--- src/rtl/mem_stage_ctrl_pkg.sv ---
// mem_stage_ctrl_pkg: shared FSM encoding and MEM/WB record for the MEM stage
package mem_stage_ctrl_pkg;
  typedef enum logic {IDLE = 1'b0, WAIT = 1'b1} state_t;
  typedef struct packed {
    logic reg_write;
    logic mem_to_reg;
    logic [31:0] rdata;
    logic [31:0] alu;
    logic [4:0] wn;
    logic misalign;
    logic err;
  } mem_wb_t;
  localparam mem_wb_t BUBBLE = '0;
endpackage

--- src/rtl/mem_stage_ctrl_if.sv ---
// mem_stage_ctrl_if: variable-latency data-memory req/ack bus
interface mem_stage_ctrl_if #(parameter int ADDR_W = 32);
  logic dm_req;
  logic dm_we;
  logic [ADDR_W-1:0] dm_addr;
  logic [31:0] dm_wdata;
  logic [31:0] dm_rdata;
  logic dm_ack;
  modport master(output dm_req, dm_we, dm_addr, dm_wdata, input dm_rdata, dm_ack);
  modport slave(input dm_req, dm_we, dm_addr, dm_wdata, output dm_rdata, dm_ack);
endinterface

--- src/rtl/mem_wb_reg.sv ---
// mem_wb_reg: MEM/WB pipeline register, loads a bubble when bubble is high
module mem_wb_reg
  import mem_stage_ctrl_pkg::*;
(
  input  logic clk,
  input  logic rst,
  input  logic bubble,
  input  mem_wb_t d,
  output mem_wb_t q
);
  always_ff @(posedge clk or negedge rst)
    if (!rst) q <= BUBBLE;
    else q <= bubble ? BUBBLE : d;
endmodule

--- src/rtl/mem_stage_ctrl.sv ---
// mem_stage_ctrl: MEM-stage FSM issuing loads/stores with stall, timeout and MEM/WB write-back
module mem_stage_ctrl
  import mem_stage_ctrl_pkg::*;
#(
  parameter int ADDR_W = 32,
  parameter int TIMEOUT = 16
) (
  input  logic clk,
  input  logic rst,
  input  logic MemRead_in,
  input  logic MemWrite_in,
  input  logic RegWrite_in,
  input  logic MemtoReg_in,
  input  logic [31:0] ALU_in,
  input  logic [31:0] RD2_in,
  input  logic [4:0] WN_in,
  output logic stall,
  mem_stage_ctrl_if.master bus,
  output logic RegWrite_out,
  output logic MemtoReg_out,
  output logic [31:0] RDATA_out,
  output logic [31:0] ALU_out,
  output logic [4:0] WN_out,
  output logic misalign_out,
  output logic err_out
);
  localparam int CW = $clog2(TIMEOUT);
  localparam logic [CW-1:0] LAST = CW'(TIMEOUT - 1);
  state_t state;
  logic [CW-1:0] cnt;
  logic mem_op, aligned, idle, timeout;
  mem_wb_t d, q;
  assign mem_op = MemRead_in | MemWrite_in;
  assign aligned = ALU_in[1:0] == 2'b00;
  assign idle = state == IDLE;
  assign timeout = !idle && cnt == LAST;
  assign stall = idle ? mem_op && aligned : !bus.dm_ack && !timeout;
  // Outside a bubble, WAIT without ack can only mean the timeout abort
  assign d = '{
    reg_write: RegWrite_in && !(idle ? mem_op : !bus.dm_ack),
    mem_to_reg: MemtoReg_in,
    rdata: (!idle && bus.dm_ack && !bus.dm_we) ? bus.dm_rdata : 32'd0,
    alu: ALU_in,
    wn: WN_in,
    misalign: idle && mem_op && !aligned,
    err: !idle && !bus.dm_ack
  };
  always_ff @(posedge clk or negedge rst)
    if (!rst) begin
      state <= IDLE;
      cnt <= '0;
      bus.dm_req <= 1'b0;
      bus.dm_we <= 1'b0;
      bus.dm_addr <= '0;
      bus.dm_wdata <= '0;
    end else if (idle) begin
      if (mem_op && aligned) begin
        state <= WAIT;
        cnt <= '0;
        bus.dm_req <= 1'b1;
        bus.dm_we <= MemWrite_in;
        bus.dm_addr <= ALU_in[ADDR_W-1:0];
        bus.dm_wdata <= RD2_in;
      end
    end else if (bus.dm_ack || timeout) begin
      state <= IDLE;
      bus.dm_req <= 1'b0;
    end else cnt <= cnt + 1'b1;
  mem_wb_reg u_mem_wb (.clk(clk), .rst(rst), .bubble(stall), .d(d), .q(q));
  assign RegWrite_out = q.reg_write;
  assign MemtoReg_out = q.mem_to_reg;
  assign RDATA_out = q.rdata;
  assign ALU_out = q.alu;
  assign WN_out = q.wn;
  assign misalign_out = q.misalign;
  assign err_out = q.err;
endmodule

--- src/flat_wrapper.sv ---
// flat-port wrapper written by rule: the top's interface ports become plain ports
module mem_stage_ctrl_flat import mem_stage_ctrl_pkg::*;
#(
  parameter int ADDR_W = 32,
  parameter int TIMEOUT = 16
)
  (clk, rst, MemRead_in, MemWrite_in, RegWrite_in, MemtoReg_in, ALU_in, RD2_in, WN_in, stall, RegWrite_out, MemtoReg_out, RDATA_out, ALU_out, WN_out, misalign_out, err_out, bus_dm_req, bus_dm_we, bus_dm_addr, bus_dm_wdata, bus_dm_rdata, bus_dm_ack);
  mem_stage_ctrl_if #(.ADDR_W(ADDR_W)) bus_i ();
  input  logic clk;
  input  logic rst;
  input  logic MemRead_in;
  input  logic MemWrite_in;
  input  logic RegWrite_in;
  input  logic MemtoReg_in;
  input  logic [31:0] ALU_in;
  input  logic [31:0] RD2_in;
  input  logic [4:0] WN_in;
  output logic stall;
  output logic RegWrite_out;
  output logic MemtoReg_out;
  output logic [31:0] RDATA_out;
  output logic [31:0] ALU_out;
  output logic [4:0] WN_out;
  output logic misalign_out;
  output logic err_out;
  output wire logic [$bits(bus_i.dm_req)-1:0] bus_dm_req;
  output wire logic [$bits(bus_i.dm_we)-1:0] bus_dm_we;
  output wire logic [$bits(bus_i.dm_addr)-1:0] bus_dm_addr;
  output wire logic [$bits(bus_i.dm_wdata)-1:0] bus_dm_wdata;
  input wire logic [$bits(bus_i.dm_rdata)-1:0] bus_dm_rdata;
  input wire logic [$bits(bus_i.dm_ack)-1:0] bus_dm_ack;
  assign bus_dm_req = bus_i.dm_req;
  assign bus_dm_we = bus_i.dm_we;
  assign bus_dm_addr = bus_i.dm_addr;
  assign bus_dm_wdata = bus_i.dm_wdata;
  assign bus_i.dm_rdata = bus_dm_rdata;
  assign bus_i.dm_ack = bus_dm_ack;
  mem_stage_ctrl #(.ADDR_W(ADDR_W), .TIMEOUT(TIMEOUT)) u_core (.clk(clk), .rst(rst), .MemRead_in(MemRead_in), .MemWrite_in(MemWrite_in), .RegWrite_in(RegWrite_in), .MemtoReg_in(MemtoReg_in), .ALU_in(ALU_in), .RD2_in(RD2_in), .WN_in(WN_in), .stall(stall), .bus(bus_i), .RegWrite_out(RegWrite_out), .MemtoReg_out(MemtoReg_out), .RDATA_out(RDATA_out), .ALU_out(ALU_out), .WN_out(WN_out), .misalign_out(misalign_out), .err_out(err_out));
endmodule
--- config.mk ---
export PLATFORM = sky130hd
export DESIGN_NAME = mem_stage_ctrl_flat
export DESIGN_NICKNAME = d
export VERILOG_FILES = /design/src/rtl/mem_stage_ctrl_pkg.sv /design/src/rtl/mem_stage_ctrl_if.sv /design/src/rtl/mem_wb_reg.sv /design/src/rtl/mem_stage_ctrl.sv /design/src/flat_wrapper.sv
export SDC_FILE = /design/constraint.sdc
export NUM_CORES = 1
export LEC_CHECK = 0
export ABC_AREA = 1
export BUFFER_PORTS_ARGS = -buffer_cell sky130_fd_sc_hd__buf_2
export CAP_MARGIN = 20
export CORE_MARGIN = 2
export CORE_UTILIZATION = 29
export CTS_CLUSTER_DIAMETER = 50
export DETAILED_ROUTE_END_ITERATION = 10
export SYNTH_ARGS = -nofsm -noshare
export SYNTH_HDL_FRONTEND = slang
export SYNTH_SLANG_ARGS = --single-unit
--- constraint.sdc ---
create_clock -name clk -period 1.22 [get_ports clk]
set_input_delay 0.183 -clock clk [delete_from_list [all_inputs] [get_ports clk]]
set_output_delay 0.183 -clock clk [all_outputs]
set_load 0.005 [all_outputs]
Yosys cells after proc, flatten, opt, wreduce, memory -nomap -nowiden
Index checks and enable logic that the tools add are counted.

Add/subtract/negate cells: 1. Bitwise operators: 2. Mux-type cells: 13. Equal/unequal tests: 3. Reduce and logical (&&, ||, !) cells: 20.

Operators by type and width (number): 2-to-1 mux 73 bit (1); 2-to-1 mux 32 bit (1); 2-to-1 mux 4 bit (3); logical AND 1 bit (9); 2-to-1 mux 1 bit (8); AND reduction 2 bit (3); logical NOT 1 bit (5); adder 4 x 1 -> 4 bit (second input constant) (1); == test 4 bit (second input constant) (1); inequality test 2 bit (second input constant) (2); logical NOT 2 bit (1); nonzero test 2 bit (1); logical OR 1 bit (1); inverter 1 bit (1); OR 1 bit (1).

Logic and storage cells: 52. Input port bits: 108. Register bits after elaboration: 144. Output and inout port bits: 140.

Depth between registers and ports, before layout
Depth in word-level cells: 6. Depth in mapped cells: 7. Depth with buffers taken out: 6.

Modules after synthesis
A second synthesis with hierarchy kept.

Cell total of the unflattened synthesis: 620. Area total of the unflattened synthesis: 5662.9 µm².

By module, submodules not included: mem_stage_ctrl (area each 3180.6 µm², instances 1, cells an instance 393, seq. area each 1776.7 µm²); mem_wb_reg (area each 2482.4 µm², instances 1, cells an instance 227, seq. area each 1826.8 µm²).

Worst setup path before layout
OpenSTA, ideal clock, no wires.

Kind: register to output. Start point: reg u_core.cnt[0]. End point: out stall. Path slack: -0.132 ns. Cell stages (with the launch flop): 6. Required time: 1.037 ns. Data arrival time: 1.169 ns. Path through: dfrtp_1 -> ha_1 -> nand3_1 -> nand3_2 -> nand2_2 -> buf_2.

Cells in the longest elaborated chain, start to end: 5.

RTL lines: start: declaration (line mem_stage_ctrl.sv:30) `logic [CW-1:0] cnt;`; start signal: assignment (line mem_stage_ctrl.sv:68) `end else cnt <= cnt + 1'b1;`; == test 4 bit (line mem_stage_ctrl.sv:36) `assign timeout = !idle && cnt == LAST;`; logical AND 1 bit (line mem_stage_ctrl.sv:36); logical NOT 1 bit (line mem_stage_ctrl.sv:37) `assign stall = idle ? mem_op && aligned : !bus.dm_ack && !timeout;`; logical AND 1 bit (line mem_stage_ctrl.sv:37); 2-to-1 mux 1 bit (line mem_stage_ctrl.sv:37); end: declaration (line flat_wrapper.sv:18) `output logic stall;`.

Every way passes these cells.

Final worst setup path
Ends and elaborated chain as after synthesis.

==> flow_summary_export.csv <==
group,metric,value,unit
sta,worstMarginPinSlew,392.4,ps
routing,vias_per_cell,4.111,
synthesis,synth_edf_count,0,
sta,skew,7.893,ps
sta,setup_viol,44,
routing,routed_wl,15.16,mm
critical_path,critPathLaunchType,"flip-flop",
critical_path,cp_cell_sequence,"ha_4 > nand3_4 > nand3_4 > nand2_8 > buf_6",
grt,grt_pass1_wl,22.85,mm
sta,report.final.hold_viol_count,0,
critical_path,rrSetupSlack,-280,ps
critical_path,r2r_cells,8,
synthesis,yosysMostFrequentCell,"dfrtp_1",
pwr,ir_drop,0.0009328,V
pwr,leakagePower,0.004953,uW
sta,fmax,645.5,MHz
hold_path,holdPathEnd,"u_core.bus.dm_wdata[29]",
synthesis,synth_top_area_cell,"dfrtp_1",
run,max_cap_viol_count,0,
routing,via_count,4637,
synthesis,yosysSeqAreaShare,0.6990,
synthesis,netlist-cell-type-count,23,
critical_path,slowest_delay,400,ps
synthesis,syn_area_per_cell,10.13,um2
clock_network,htreeDepth,4,
sta,worst_slew_margin_rel,0.7384,
clock_network,clk_pin_slew,60,ps
critical_path,crit_path_max_fanout,2,
status,violations,"setup timing",
critical_path,cpMostUsedCell,"nand3_4",
grt,grt_antenna_before_repair,0,
synthesis,yosys_warnings,0,
critical_path,timing.rr.start,"u_core.cnt[0]",
place,place_congestion,0.7561,
floorplan,num_io_pins,248,
sta,drv_slew,0,
clock_network,cts_tree,"built",
hold_path,holdPathStages,3,
clock_network,clock-sinks,144,
critical_path,crit_slowest_cell,"dfrtp_1",
clock_network,cts_root_buf,"clkbuf_16",
critical_path,worstPathArrival,1370,ps
floorplan,initial_utilization,0.2970,
final_layout,n_antenna_cell,0,
floorplan,fp.dieArea,18860,um2
critical_path,cp-end-kind,"output pin",
synthesis,synth_commonest_cells,"dfrtp_1, nand2_1, inv_1",
hold_path,hp-start,"RD2_in[29]",
sta,setup_ws,-329.2,ps
grt,grt_max_degree,40,
floorplan,die_h,137.3,um
final_layout,areaGrowthSynthToFinish,70.83,%
floorplan,die_w,137.3,um
place,port_buffers,247,
final_layout,post_route_cells_drive_above_1_share,0.3832,
clock_network,clockBufferDepth,2,
grt,grt_pass1_vias,4601,
clock_network,clock_latency,410,ps
critical_path,required,1040,ps
sta,rsz0062_at_grt,"yes",
sta,finalCriticalPeriod,1549,ps
synthesis,ys_ff_latch,144,
floorplan,core_area,17360,um2
hold_path,hold_path_class,"input pin to flip-flop",
synthesis,synth_area_leaders,"dfrtp_1, nand2_1, inv_1",
final_layout,nets,999,
grt,gr-total-overflow,0,
synthesis,ys_dominant_reg_cell,"dfrtp_1",
critical_path,critPathKind,"flip-flop to output pin",
pwr,p_total,13210,uW
status,outcome,"finished, violations left",
synthesis,syn-cell-area,5155,um2
pwr,p_per_area,1500,nW/um2
synthesis,syn_nets,618,
routing,initialDrtViolationCount,121,
critical_path,r2r_end,"u_core.u_mem_wb.q[6]",
sta,whs,25.98,ps
clock_network,cts_made_buffers,17,
floorplan,rows,48,
place,hpwlAfterDp,9.623,mm
critical_path,critPathTopFamily,"flip-flops",
routing,ant_nets,0,
final_layout,fin_util,0.5074,
synthesis,synthCells,509,
routing,firstDrtPassIters,4,
sta,fin_crit_sh,1.270,
routing,post_drt_wl_per_cell,13.44,um
synthesis,async_flop_share,1.000,
synthesis,netlist.area_leader.share,0.6990,
routing,drc,0,
grt,track_usage,0.1578,
critical_path,path_buf_inv,1,
[worst min-delay path, stage by stage]
cell and delay (ps):
buf_2 90, nand3_2 70, nand2_2 70
[placed cells by master, fill, tap and decap left out, drive strengths merged]
cell type and n:
ha 1, nand2 105, nor3 1, o21ai 33, a21oi 3, inv 80, mux2i 1, dfrtp 144
clkbuf 24, buf 288, xnor2 1, clkinv 9, nand4 1, nand3 39, bufinv 1, nor2 75
dlygate4sd3 96, nand3b 1
[worst max-delay path by stage]
stage	start	endpoint	depth (start not counted)	slack, ps
6_report	u_core.cnt[0]	stall	5	-330
5_1_grt	u_core.cnt[0]	stall	5	-400
4_1_cts	u_core.cnt[1]	stall	5	-360
3_5_place_dp	u_core.cnt[1]	u_core.u_mem_wb.q[16]	6	-70
3_3_place_gp	u_core.cnt[1]	u_core.u_mem_wb.q[27]	6	-10
2_1_floorplan	u_core.cnt[0]	u_core.cnt[2]	7	-8
[where the power goes]
part,switching (uW),internal [uW]
registers,311,5410
logic,1210,1390
clock network,1950,2950
total,3470,9750
[kinds of logic (layout without fill, tap and decap cells)]
family	after synthesis	in the layout	synth area share
compound gates	36	36	0.03568
buf+inv	104	498	0.08277
mux	1	1	0.001942
simple gates	222	222	0.1765
flops	144	144	0.6990
xor+xnor	1	1	0.001699
fa+ha+maj	1	1	0.002427
[sequential cells by signal, indices dropped and copies added, names as in the netlist]
register             flops
u_core.bus.dm_wdata     32
u_core.cnt               4
u_core.bus.dm_we         1
u_core.bus.dm_req        1
u_core.bus.dm_addr      32
u_core.u_mem_wb.q       73
u_core.state             1
[per-stage QoR]
stage / instance area (um2) / TNS [ps] / setup WS, ps / std cells
after CTS: 8673 / -10680 / -359.5 / 1122
final: 8806 / -10030 / -329.2 / 1128
after global routing: 8806 / -13710 / -397.1 / 1128
after detailed placement: 6908 / -1284 / -66.90 / 984
after global placement: 6908 / -233.5 / -14.23 / 984
after floorplan: 5192 / -8.951 / -7.847 / 509
[final cells by class]
type                    count  area, um2
flip-flops and latches    144       3603
fillers                  1590       8551
clock inverters            10      86.33
inverters                  80      300.3
repair buffers            386       2811
well taps                 225      281.5
multi-input cells         261       1249
clock buffers              22      474.2
[routing by layer]
layer | GRT usage | wire length (um)
met5 | 0 | 0
met2 | 0.2745 | 7813
met1 | 0.1853 | 6134
met3 | 0.05077 | 1045
met4 | 0.04868 | 165
[repair_timing]
item,in CTS,in global routing
buffers inserted,8,5
endpoints found under the setup margin,55,77
gates cloned,3,3
resized for setup,27,11
hold buffers,96,0
pin swaps,3,2
hold endpoints to repair,144,0
Note: power is estimated with default switching activity, not from simulation.
